==> src/rtl/vga_pkg.sv <==
// Shared framebuffer geometry, writer FSM encoding and pixel-address helper
// for the VGA sprite pipeline.
package vga_pkg;

    localparam int SCREEN_W  = 320;
    localparam int SCREEN_H  = 240;
    localparam int FB_ADDR_W = 17;
    localparam int COLOR_W   = 3;
    localparam int FB_WORDS  = 76800;

    typedef enum logic [1:0] {
        IDLE,
        DRAIN,
        CLEAR
    } fb_state_t;

    typedef struct packed {
        logic [FB_ADDR_W-1:0] addr;
        logic [COLOR_W-1:0]   color;
    } fb_pixel_t;

    // y*320 + x built from two shifts so no multiplier is needed.
    function automatic logic [FB_ADDR_W-1:0] pixel_addr(input logic [8:0] x, input logic [7:0] y);
        logic [FB_ADDR_W-1:0] y_ext;
        y_ext = {9'b0, y};
        return (y_ext << 8) + (y_ext << 6) + {8'b0, x};
    endfunction

endpackage

==> src/rtl/fb_pixel_writer_pixel_fifo.sv <==
// Small synchronous FIFO holding range-checked pixels; exposes the head and
// the entry behind it so a granted write can be followed back-to-back.
module pixel_fifo #(
    parameter int DEPTH = 4,
    parameter int WIDTH = 20
) (
    input  logic             clock,
    input  logic             reset,
    input  logic             push,
    input  logic [WIDTH-1:0] wr_data,
    input  logic             pop,
    output logic [WIDTH-1:0] rd_data,
    output logic [WIDTH-1:0] rd_data_next,
    output logic             full,
    output logic             empty,
    output logic             single
);

    localparam int AW = $clog2(DEPTH);

    logic [WIDTH-1:0] mem [DEPTH];
    logic [AW-1:0]    wr_ptr;
    logic [AW-1:0]    rd_ptr;
    logic [AW-1:0]    rd_ptr_next;
    logic [AW:0]      count;
    logic             do_push;
    logic             do_pop;

    assign rd_ptr_next  = rd_ptr + AW'(1);
    assign rd_data      = mem[rd_ptr];
    assign rd_data_next = mem[rd_ptr_next];
    assign full         = (count == (AW+1)'(DEPTH));
    assign empty        = (count == '0);
    assign single       = (count == (AW+1)'(1));
    assign do_push      = push && !full;
    assign do_pop       = pop && !empty;

    always_ff @(posedge clock) begin
        if (reset) begin
            wr_ptr <= '0;
            rd_ptr <= '0;
            count  <= '0;
        end else begin
            if (do_push) begin
                mem[wr_ptr] <= wr_data;
                wr_ptr      <= wr_ptr + AW'(1);
            end
            if (do_pop) begin
                rd_ptr <= rd_ptr_next;
            end
            unique case ({do_push, do_pop})
                2'b10:   count <= count + (AW+1)'(1);
                2'b01:   count <= count - (AW+1)'(1);
                default: count <= count;
            endcase
        end
    end

endmodule

==> src/rtl/fb_pixel_writer.sv <==
// Sink of the sprite pixel stream: range-checks and queues pixels, then writes
// them (or a full-screen clear) through the grant-arbitrated framebuffer port.
module fb_pixel_writer #(
    parameter int DEPTH    = 4,
    parameter int SCREEN_W = vga_pkg::SCREEN_W,
    parameter int SCREEN_H = vga_pkg::SCREEN_H
) (
    input  logic        clock,
    input  logic        reset,
    input  logic        plot,
    input  logic [8:0]  xCoord,
    input  logic [7:0]  yCoord,
    input  logic [2:0]  color,
    output logic        in_ready,
    input  logic        clear_req,
    input  logic [2:0]  clear_color,
    output logic        clear_done,
    output logic        fb_we,
    output logic [16:0] fb_addr,
    output logic [2:0]  fb_data,
    input  logic        fb_grant,
    output logic        busy,
    output logic        overflow,
    output logic [7:0]  oor_count
);

    import vga_pkg::*;

    localparam logic [FB_ADDR_W-1:0] LAST_ADDR = FB_ADDR_W'(FB_WORDS - 1);

    fb_state_t state, state_next;

    logic                 fifo_full, fifo_empty, fifo_single, fifo_pop;
    logic [19:0]          fifo_rd, fifo_rd_next;
    fb_pixel_t            head, head_next, new_pixel;
    logic                 in_range, accept, push, clear_accept;
    logic                 clear_pending, pending_next;
    logic [COLOR_W-1:0]   clear_col_q, clear_col_next;
    logic                 we_next, done_next;
    logic [FB_ADDR_W-1:0] addr_next;
    logic [COLOR_W-1:0]   data_next;

    assign in_range  = (int'(xCoord) < SCREEN_W) && (int'(yCoord) < SCREEN_H);
    assign in_ready  = !reset && !fifo_full && !clear_pending && (state != CLEAR);
    assign accept    = plot && in_ready;
    assign push      = accept && in_range;
    assign new_pixel = '{addr: pixel_addr(xCoord, yCoord), color: color};
    assign head      = fifo_rd;
    assign head_next = fifo_rd_next;
    assign busy      = !fifo_empty || clear_pending || (state != IDLE);
    // A clear already pending or running swallows any further requests.
    assign clear_accept = clear_req && !clear_pending && (state != CLEAR);

    pixel_fifo #(
        .DEPTH (DEPTH),
        .WIDTH (20)
    ) u_fifo (
        .clock        (clock),
        .reset        (reset),
        .push         (push),
        .wr_data      (new_pixel),
        .pop          (fifo_pop),
        .rd_data      (fifo_rd),
        .rd_data_next (fifo_rd_next),
        .full         (fifo_full),
        .empty        (fifo_empty),
        .single       (fifo_single)
    );

    always_comb begin
        state_next     = state;
        we_next        = fb_we;
        addr_next      = fb_addr;
        data_next      = fb_data;
        done_next      = 1'b0;
        fifo_pop       = 1'b0;
        pending_next   = clear_pending;
        clear_col_next = clear_col_q;

        if (clear_accept) begin
            pending_next   = 1'b1;
            clear_col_next = clear_color;
        end

        unique case (state)
            IDLE: begin
                if (!fifo_empty) begin
                    state_next = DRAIN;
                    we_next    = 1'b1;
                    addr_next  = head.addr;
                    data_next  = head.color;
                end else if ((clear_pending || clear_accept) && !push) begin
                    state_next = CLEAR;
                    we_next    = 1'b1;
                    addr_next  = '0;
                    data_next  = clear_accept ? clear_color : clear_col_q;
                end
            end
            DRAIN: begin
                // The presented entry stays in the FIFO until its write is granted.
                if (fb_we) begin
                    if (fb_grant) begin
                        fifo_pop = 1'b1;
                        if (!fifo_single) begin
                            addr_next = head_next.addr;
                            data_next = head_next.color;
                        end else begin
                            we_next = 1'b0;
                            if (!push) begin
                                if (clear_pending) begin
                                    state_next = CLEAR;
                                    we_next    = 1'b1;
                                    addr_next  = '0;
                                    data_next  = clear_col_q;
                                end else begin
                                    state_next = IDLE;
                                end
                            end
                        end
                    end
                end else if (!fifo_empty) begin
                    we_next   = 1'b1;
                    addr_next = head.addr;
                    data_next = head.color;
                end else begin
                    state_next = IDLE;
                end
            end
            CLEAR: begin
                if (fb_grant) begin
                    if (fb_addr == LAST_ADDR) begin
                        we_next      = 1'b0;
                        done_next    = 1'b1;
                        pending_next = 1'b0;
                        state_next   = IDLE;
                    end else begin
                        addr_next = fb_addr + FB_ADDR_W'(1);
                    end
                end
            end
            default: state_next = IDLE;
        endcase
    end

    always_ff @(posedge clock) begin
        if (reset) begin
            state         <= IDLE;
            fb_we         <= 1'b0;
            fb_addr       <= '0;
            fb_data       <= '0;
            clear_done    <= 1'b0;
            clear_pending <= 1'b0;
            clear_col_q   <= '0;
            overflow      <= 1'b0;
            oor_count     <= '0;
        end else begin
            state         <= state_next;
            fb_we         <= we_next;
            fb_addr       <= addr_next;
            fb_data       <= data_next;
            clear_done    <= done_next;
            clear_pending <= pending_next;
            clear_col_q   <= clear_col_next;
            if (plot && !in_ready) begin
                overflow <= 1'b1;
            end
            if (accept && !in_range && (oor_count != 8'hFF)) begin
                oor_count <= oor_count + 8'd1;
            end
        end
    end

endmodule
==> config.mk <==
export PLATFORM = sky130hd
export DESIGN_NAME = fb_pixel_writer
export DESIGN_NICKNAME = d
export VERILOG_FILES = /design/src/rtl/vga_pkg.sv /design/src/rtl/fb_pixel_writer_pixel_fifo.sv /design/src/rtl/fb_pixel_writer.sv
export SDC_FILE = /design/constraint.sdc
export NUM_CORES = 1
export LEC_CHECK = 0
export ABC_AREA = 1
export CELL_PAD_IN_SITES_DETAIL_PLACEMENT = 1
export CELL_PAD_IN_SITES_GLOBAL_PLACEMENT = 1
export CORE_ASPECT_RATIO = 0.8
export CORE_MARGIN = 2
export CORE_UTILIZATION = 35
export CTS_BUF_LIST = sky130_fd_sc_hd__clkbuf_8
export CTS_CLUSTER_DIAMETER = 60
export DETAILED_ROUTE_END_ITERATION = 12
export GPL_ROUTABILITY_DRIVEN = 0
export PLACE_DENSITY_LB_ADDON = 0.1
export SYNTH_ARGS = -nofsm -noshare
export SYNTH_HDL_FRONTEND = slang
export SYNTH_HIERARCHICAL = 1
export SYNTH_SLANG_ARGS = --single-unit
==> constraint.sdc <==
create_clock -name clock -period 3.03 [get_ports clock]
set_input_delay 0.303 -clock clock [delete_from_list [all_inputs] [get_ports clock]]
set_output_delay 0.303 -clock clock [all_outputs]
set_load 0.02 [all_outputs]
==> results.json <==
{
  "status": "finished, final reports clean",
  "die_w_um": 170,
  "core_area_um2": 21600,
  "synthArstFlopShare": 0,
  "root_buffer": "clkbuf_8",
  "routed_wl_mm": 22.2,
  "grt.total_usage": 0.202,
  "fin_area_um2": 9030,
  "synth_area_leaders": "edfxtp_1, nand2_1, dfxtp_1",
  "fp.dieArea_um2": 23200,
  "min_period_over_period": 0.870,
  "slew_viol_final": 0,
  "yosysTopAreaCellShare": 0.312,
  "ys_ff_latch": 126,
  "grt_pass1_vias": 7121,
  "grt_overflow": 0,
  "critical_path_arrival_ps": 2330,
  "syn_inst": 1046,
  "drt_pass1_iterations": 4,
  "synth.avg_cell_area_um2": 7.36,
  "final_util": 0.419,
  "start_util": 0.357,
  "io_pins": 61,
  "skew_ps": 11.6,
  "grt_pass1_wl_mm": 36.3,
  "synth_edf_count": 80,
  "antenna_found_initial": 0,
  "power_density_nw_per_um2": 701,
  "drtAntennaViolNets": 0,
  "finalPower_uw": 6330,
  "rsz0062_at_grt": "no",
  "hold_viol_final": 0,
  "seq_area_frac_synth": 0.432,
  "vias": 6931,
  "setup_violations": 0,
  "clock_sinks": 126,
  "clockBufferDepth": 2,
  "cts_resized": 0,
  "cts_tree": "done",
  "dp_hpwl_mm": 16.2,
  "drive_above_1_share": 0.0800,
  "first_iter_violations": 357,
  "synth-main-ff-cell": "edfxtp_1",
  "crit_type": "reg -> out",
  "syn2layout_area_growth_pct": 17.3,
  "period_needed_ps": 2640,
  "max_slew_margin": 0.544,
  "setup_tns_ps": 0,
  "drcViolationCount": 0,
  "cts_setup_buffers": 0,
  "grt_max_degree": 33,
  "antennaDiodeCount": 0,
  "drt-vias-per-instance": 5.00,
  "critPathCaptureType": "output pin",
  "placed_area_um2": 8630,
  "rows": 48,
  "ctsHoldBuffers": 0,
  "seqCellArea_um2": 3320,
  "cp_max_fo": 6,
  "p_leak_uw": 0.00383,
  "netlist_area_um2": 7700,
  "multiInputGateArea_um2": 3720,
  "ys_types": 38,
  "port_buffers": 60,
  "critPathLaunchType": "register",
  "cts_buffers": 17,
  "syn-num-nets": 1106,
  "path_clk_slew_ps": 80,
  "post-synth-top-area-cell": "edfxtp_1",
  "insertion_delay_ps": 450,
  "fmax_ghz": 0.379,
  "htree_levels": 4,
  "cap_violations": 0,
  "hold_path_class": "in -> reg",
  "die_h_um": 137,
  "yosysWarnings": 6,
  "routedWlPerCell_um": 16.0,
  "required_ps": 2730,
  "fin_nets": 1161,
  "peakVddDrop_mv": 0.353,
  "tightestPinTransition_ps": 683,
  "nFillCells": 2686
}
==> registers in the layout, summed over array words and instances, names as in the netlist, named ones only <==
register / count
u_fifo/rd_ptr: 2
overflow: 1
fb_addr: 17
clear_col_q: 3
clear_pending: 1
clear_done: 1
u_fifo/count: 3
oor_count: 8
state: 2
fb_data: 3
fb_we: 1
u_fifo/mem: 80
u_fifo/wr_ptr: 2
==> cells in the final DEF (no fill, tap or decap), drive strengths merged, types with 4 or more instances in the layout <==
cell,count
nand2,284
dfxtp,46
clkinv,7
nand4,10
ha,30
edfxtp,80
o21ai,88
clkbuf,17
nand3,86
xnor2,4
inv,114
clkdlybuf4s50,60
xor2,6
buf,20
a21oi,73
nor2,157
nor3,7
==> kinds of logic after synthesis <==
kind of cell / share of synthesized area
buffers and inverters: 0.0854
and+or+nand+nor: 0.296
AOI/OAI and AO/OA: 0.121
adders and majority gates: 0.0540
DFF: 0.432
xor gates and xnor gates: 0.0114
==> worst max-delay path, stage by stage (launching register included) <==
cell and delay [ps]:
dfxtp_1 310, inv_1 120, ha_1 200, inv_1 80
nor2_1 330, nand2_1 120, inv_1 110, nand2_1 70
clkdlybuf4s50_1 530
==> Yosys cell counts, types with 5 or more instances <==
library cell and number:
nor2_1 149, inv_1 105, dfxtp_1 46, nor3_1 6, buf_4 5, inv_2 7
ha_1 30, nand2_1 279, nand2_2 5, a21oi_2 10, o21ai_1 44, xor2_1 6
buf_2 18, clkbuf_1 16, nand4_1 10, o21ai_0 41, edfxtp_1 80, a21oi_1 63
nand3_1 86
==> cell type report <==
type                       instances  share of cell area
inverter                         113              0.0470
multi-input combinational        763               0.412
timing repair buffer              80              0.0901
clock buffer                      17              0.0259
clock inverter                    13              0.0184
tap                              275              0.0381
sequential                       126               0.368
==> power breakdown <==
part	switching, uW	internal [uW]
clock	739	808
combinational	1590	919
sequential	225	2040
==> metrics by stage <==
stage	instances	worst slack, ps	hold slack (ps)
final	1387	395	491
after global placement	1357	243	464
after detailed placement	1357	183	480
after floorplan	1046	327	402
after global routing	1387	232	468
after CTS	1387	339	473
==> routing by layer <==
layer	global-route usage	wire length, um
met5	0	0
met1	0.260	10600
met2	0.347	10700
met3	0.0376	627
met4	0.0575	349
==> worst paths after layout <==
kind | start | endpoint | slack [ps] | depth (start not counted)
worst max-delay path | u_fifo/count[1] | busy | 390 | 8
worst max register to register | u_fifo/count[0] | u_fifo/mem[3][11] | 460 | 12
worst min register to register | overflow | overflow | 500 | 2
worst min-delay path | color[0] | u_fifo/mem[3][0] | 490 | 1
(Power assumes the default switching activity.)
